===== config.mk =====
export PLATFORM = sky130hd
export DESIGN_NAME = mdu_issue_ctrl
export DESIGN_NICKNAME = d
export VERILOG_FILES = /design/src/rtl/mdu_issue_ctrl.sv
export SDC_FILE = /design/constraint.sdc
export NUM_CORES = 1
export LEC_CHECK = 0
export CAP_MARGIN = 10
export CORE_MARGIN = 8
export CORE_UTILIZATION = 39
export CTS_CLUSTER_DIAMETER = 200
export DETAILED_ROUTE_END_ITERATION = 10
export GPL_TIMING_DRIVEN = 1
export PLACE_DENSITY = 0.87
export SYNTH_ARGS = -nofsm -noshare
export SYNTH_HDL_FRONTEND = slang
export SYNTH_SLANG_ARGS = --single-unit

===== constraint.sdc =====
create_clock -name clk -period 2.2 [get_ports clk]
set_input_delay 0.33 -clock clk [delete_from_list [all_inputs] [get_ports clk]]
set_output_delay 0.33 -clock clk [all_outputs]
set_load 0.05 [all_outputs]

===== src/rtl/mdu_issue_ctrl.sv =====
// mdu_issue_ctrl: EX-stage issue/retire controller for the RV64M mul/div unit.
// Define MDU_SPECIAL_FASTPATH_EN to retire div-by-zero/overflow ops at accept.
module mdu_issue_ctrl #(
    parameter int XLEN  = 64,
    parameter int TAG_W = 5,
    parameter int CNT_W = 16
) (
    input  logic             clk,
    input  logic             rst_n,
    input  logic             in_valid,
    output logic             in_ready,
    input  logic [XLEN-1:0]  in_rs1,
    input  logic [XLEN-1:0]  in_rs2,
    input  logic [2:0]       in_func3,
    input  logic             in_word,
    input  logic [TAG_W-1:0] in_rd,
    input  logic             flush,
    output logic             mdu_en,
    output logic [XLEN-1:0]  mdu_rsA,
    output logic [XLEN-1:0]  mdu_rsB,
    output logic [2:0]       mdu_func3,
    output logic             mdu_w_en,
    input  logic             mdu_ready,
    input  logic [XLEN-1:0]  mdu_result,
    output logic             out_valid,
    input  logic             out_ready,
    output logic [XLEN-1:0]  out_data,
    output logic [TAG_W-1:0] out_rd,
    output logic             busy,
    output logic [CNT_W-1:0] op_cnt
);

    typedef enum logic [1:0] {
        IDLE  = 2'd0,
        ISSUE = 2'd1,
        DONE  = 2'd2
    } state_t;

    localparam logic [XLEN-1:0] MIN_S = {1'b1, {(XLEN-1){1'b0}}};

    state_t state, state_nx;
    logic   accept, capture, fast_hit;
    logic   [XLEN-1:0] cap_val;

    function automatic logic div_zero(
        input logic [XLEN-1:0] b,
        input logic            w
    );
        return w ? (b[31:0] == 32'h0) : (b == '0);
    endfunction

    function automatic logic special(
        input logic [XLEN-1:0] a,
        input logic [XLEN-1:0] b,
        input logic [2:0]      f,
        input logic            w
    );
        logic ovf;
        ovf = w ? (a[31:0] == 32'h8000_0000 && b[31:0] == 32'hFFFF_FFFF)
                : (a == MIN_S && b == '1);
        return (f[2] & div_zero(b, w))
             | (ovf & (f == 3'b100 || f == 3'b110));
    endfunction

    // Only meaningful for ops flagged by special(); rem selects REM/REMU.
    function automatic logic [XLEN-1:0] fixup(
        input logic [XLEN-1:0] a,
        input logic [XLEN-1:0] b,
        input logic            rem,
        input logic            w
    );
        if (div_zero(b, w))
            return rem ? a : '1;
        return rem ? '0 : a;
    endfunction

    function automatic logic [XLEN-1:0] sext_w(
        input logic [XLEN-1:0] r,
        input logic            w
    );
        return w ? {{(XLEN-32){r[31]}}, r[31:0]} : r;
    endfunction

    assign accept  = in_valid & in_ready;
    assign capture = (state == ISSUE) & mdu_ready & ~flush;

`ifdef MDU_SPECIAL_FASTPATH_EN
    assign fast_hit = special(in_rs1, in_rs2, in_func3, in_word);
`else
    assign fast_hit = 1'b0;
`endif

    assign cap_val = sext_w(
        special(mdu_rsA, mdu_rsB, mdu_func3, mdu_w_en)
            ? fixup(mdu_rsA, mdu_rsB, mdu_func3[1], mdu_w_en)
            : mdu_result,
        mdu_w_en);

    always_ff @(posedge clk or negedge rst_n) begin
        if (!rst_n)
            state <= IDLE;
        else
            state <= state_nx;
    end

    always_comb begin
        state_nx = state;
        unique case (state)
            IDLE:
                if (accept)
                    state_nx = fast_hit ? DONE : ISSUE;
            ISSUE:
                if (mdu_ready)
                    state_nx = DONE;
            DONE:
                if (out_ready)
                    state_nx = accept ? (fast_hit ? DONE : ISSUE) : IDLE;
            default:
                state_nx = IDLE;
        endcase
        if (flush)
            state_nx = IDLE;
    end

    always_comb begin
        mdu_en    = 1'b0;
        out_valid = 1'b0;
        busy      = 1'b1;
        in_ready  = 1'b0;
        unique case (state)
            IDLE: begin
                busy     = 1'b0;
                in_ready = ~flush;
            end
            ISSUE:
                mdu_en = 1'b1;
            DONE: begin
                out_valid = 1'b1;
                in_ready  = out_ready & ~flush;
            end
            default:
                busy = 1'b0;
        endcase
    end

    // Operand latches double as the unit interface and the WB tag.
    always_ff @(posedge clk or negedge rst_n) begin
        if (!rst_n) begin
            mdu_rsA   <= '0;
            mdu_rsB   <= '0;
            mdu_func3 <= '0;
            mdu_w_en  <= 1'b0;
            out_rd    <= '0;
            out_data  <= '0;
            op_cnt    <= '0;
        end else begin
            if (accept) begin
                mdu_rsA   <= in_rs1;
                mdu_rsB   <= in_rs2;
                mdu_func3 <= in_func3;
                mdu_w_en  <= in_word;
                out_rd    <= in_rd;
            end
            if (capture)
                out_data <= cap_val;
            else if (accept && fast_hit)
                out_data <= sext_w(
                    fixup(in_rs1, in_rs2, in_func3[1], in_word),
                    in_word);
            if (out_valid && out_ready)
                op_cnt <= op_cnt + 1'b1;
        end
    end

endmodule


==> flow_summary.toml <==
[setup_path]
rr_endpoint = "out_data[22]"
critPathCaptureType = "flop"
r2r_slack_ns = -0.31
worstPathRequired_ns = 2.58
critPathArrivalTime_ns = 2.89
path_max_fanout = 7
crit_type = "reg -> reg"
r2r_cells = 10
regToRegStartpoint = "mdu_rsA[32]"
start_kind = "flop"

[cells_and_area]
fillCellCount = 1901
fin_area_um2 = 17300
drive_gt1_share_pct = 19.3
syn2layout_area_growth_pct = 70.4
regArea_um2 = 5550
multi_input_area_um2 = 4350
fin_nets = 1879

[synth]
synth_top_area_cell = "dfrtp_1"
yosysMostFrequentCell = "nand2_1"
synth_area_leaders = "dfrtp_1 (54%), nand2_1 (17%), mux2i_1 (6.5%), o21ai_0 (3.2%), o221a_1 (3.1%)"
synth-seq-cells = 219
synth-compound-area-share_pct = 9.89
synth_nets = 1309
synth-adder-area-share_pct = 0.740
muxShareOfSynthArea_pct = 6.62
async_flop_share_pct = 100
synth_simple_gate_area_share_pct = 22.6
yosysWarnings = 0
synth_xor_xnor_area_share_pct = 1.29
netlist_top_cells_count = "nand2_1 (455), dfrtp_1 (219), mux2i_1 (66)"
yosysTopAreaCellShare_pct = 54.0
yosysSeqAreaShare_pct = 54.0
synthFlopType = "dfrtp_1"
synth_top_family_by_area = "simple AND/OR/NAND/NOR gates"
syn_area_um2 = 10100
ys_types = 40
postSynthAreaPerCell_um2 = 9.26
synth_edf_count = 0
syn_inst = 1096

[timing]
timing.fmax_mhz = 398
tns_ns = -14.38
hold_viol_final = 0
max-slew-margin-rel_pct = 60.3
max_slew.worst_pin.slew_ns = 0.593
finClkSkew_ns = 0.0125
hold_ws_ns = 0.293
setup_ws_ns = -0.312
finalMaxSlewViolations = 0
setup_violations = 64
fin_crit_sh_pct = 114
rsz0062_at_grt = "yes"
finalCriticalPeriod_ns = 2.51

[clock_network]
clkSinkCount = 219
cts_root_buffer = "clkbuf_16"
cts.clk_slew.worst_paths_ns = 0.06
clock_latency_ns = 0.52
numCtsBuffers = 24
cts_tree = "done"
clockBufferDepth = 3
htreeDepth = 1

[die]
io_pins = 428
placementRows = 59
die_w_um = 177
coreArea_um2 = 25800
dieArea_um2 = 31400
fp.dieH_um = 177
start_util_pct = 39.3

[status]
status = "finished, violations left"
violations = "setup timing"

[drt]
drt_first_pass_iters = 5
vias = 10700
ant_nets = 0
drt-initial-drc-count = 1096
wire_per_inst_um = 21.4
drcViolationCount = 0
drt-total-wl_um = 43200
avgViaCountPerCell = 5.29

[grt]
grt_pass1_vias = 11300
antenna_found_initial = 3
grt_usage_pct = 26.1
grt_pass1_wl_um = 64700
grt_max_degree = 79
overflow = 0

[power_and_ir_drop]
p_leak_nw = 8.33
vdd.ir_drop.worst_uv = 1090
power_density_nw_per_um2 = 1660

[placed_design]
pre_cts_slack_ns = -0.403
dpl_cell_area_um2 = 16100
hpwlAfterDp_um = 32100
io_buffers = 427
gp_congestion = 0.908

[job]
drv_cap = 0

[min_path]
hold_path_class = "in -> async"
flip-flops by register name, summed over array words and instances (netlist names):
register and cells:
mdu_rsB 64, mdu_rsA 64, mdu_func3 3, op_cnt 16, out_rd 5, mdu_w_en 1, state 2, out_data 64
area by class of cell:
class	count	area share [%]
repair buffers	611	35.1
flip-flops and latches	219	32.1
multi-input cells	773	25.2
clock buffers	30	3.90
well taps	335	2.42
inverters	37	0.803
clock inverters	14	0.507
diodes	2	0.0289
layer usage:
layer  vias to the layer above  GRT usage, %  share of wire, %
met4                         2          11.7               4.8
met3                       125          5.21               7.1
met2                       552          45.1                51
li1                       4803             -                 -
met1                      5213          31.0                38
met5                         -             0             0.019
power breakdown:
group          internal, mW  switching, mW  leakage [nW]
clock                  2.18           1.69         0.372
sequential             5.93           1.51          2.64
combinational          6.28           11.0          5.31
critical path: stages (launching register included):
cell and delay (ns):
dfrtp_1 0.42, nor4_2 0.41, nand3_1 0.23, o31ai_2 0.33
buf_4 0.16, a21o_4 0.13, buf_12 0.14, buf_12 0.13
buf_12 0.11, mux2i_1 0.21, o21ai_1 0.09
worst max-delay path by stage:
stage / endpoint / slack, ns / start / cells after the start
floorplan: out_data[35] / -0.17 / mdu_rsA[1] / 9
global placement: out_data[32] / -0.37 / mdu_rsA[32] / 8
detailed placement: out_data[16] / -0.40 / mdu_rsA[37] / 8
CTS: out_data[19] / -0.26 / mdu_rsA[1] / 11
global route: out_data[22] / -0.46 / mdu_rsB[33] / 13
finish: out_data[22] / -0.31 / mdu_rsA[32] / 10
repair_timing:
action	CTS	global route
hold buffers	1	0
gates cloned	1	2
buffers inserted	12	1
endpoints found under the setup margin	82	91
hold endpoints to repair	50	0
pin swaps	5	2
gates resized for setup	40	39
cell usage in the layout (no fill, tap or decap), drive strengths merged, types with 10 or more instances in the layout:
cell type	count
a21o	33
clkbuf	32
clkdlybuf4s50	376
xnor2	10
mux2i	66
clkinv	10
buf	188
dlygate4sd2	21
nand4	23
dfrtp	219
dlymetal6s2s	23
o221a	32
inv	37
nor2	12
o21ai	64
nor4	31
nand2	455
cells by family (layout without fill, tap and decap cells):
logic type | count (synthesis) | count (layout)
AO/OA/AOI/OAI | 137 | 137
XOR/XNOR | 15 | 15
adder cells (fa/ha/maj) | 6 | 6
buffers and inverters | 104 | 692
flip-flops | 219 | 219
multiplexers | 67 | 67
other | 0 | 2
AND/OR/NAND/NOR | 548 | 548
metrics by stage:
step                      utilization (%)  total power, mW  instances
after floorplan                         -             16.7       1096
after global placement               62.3             24.2       1958
after detailed placement             62.3             24.7       1958
after CTS                            66.2             28.7       2016
after global routing                 66.9             29.8       2021
final                                66.9             28.6       2021
(Power assumes the default switching activity.)
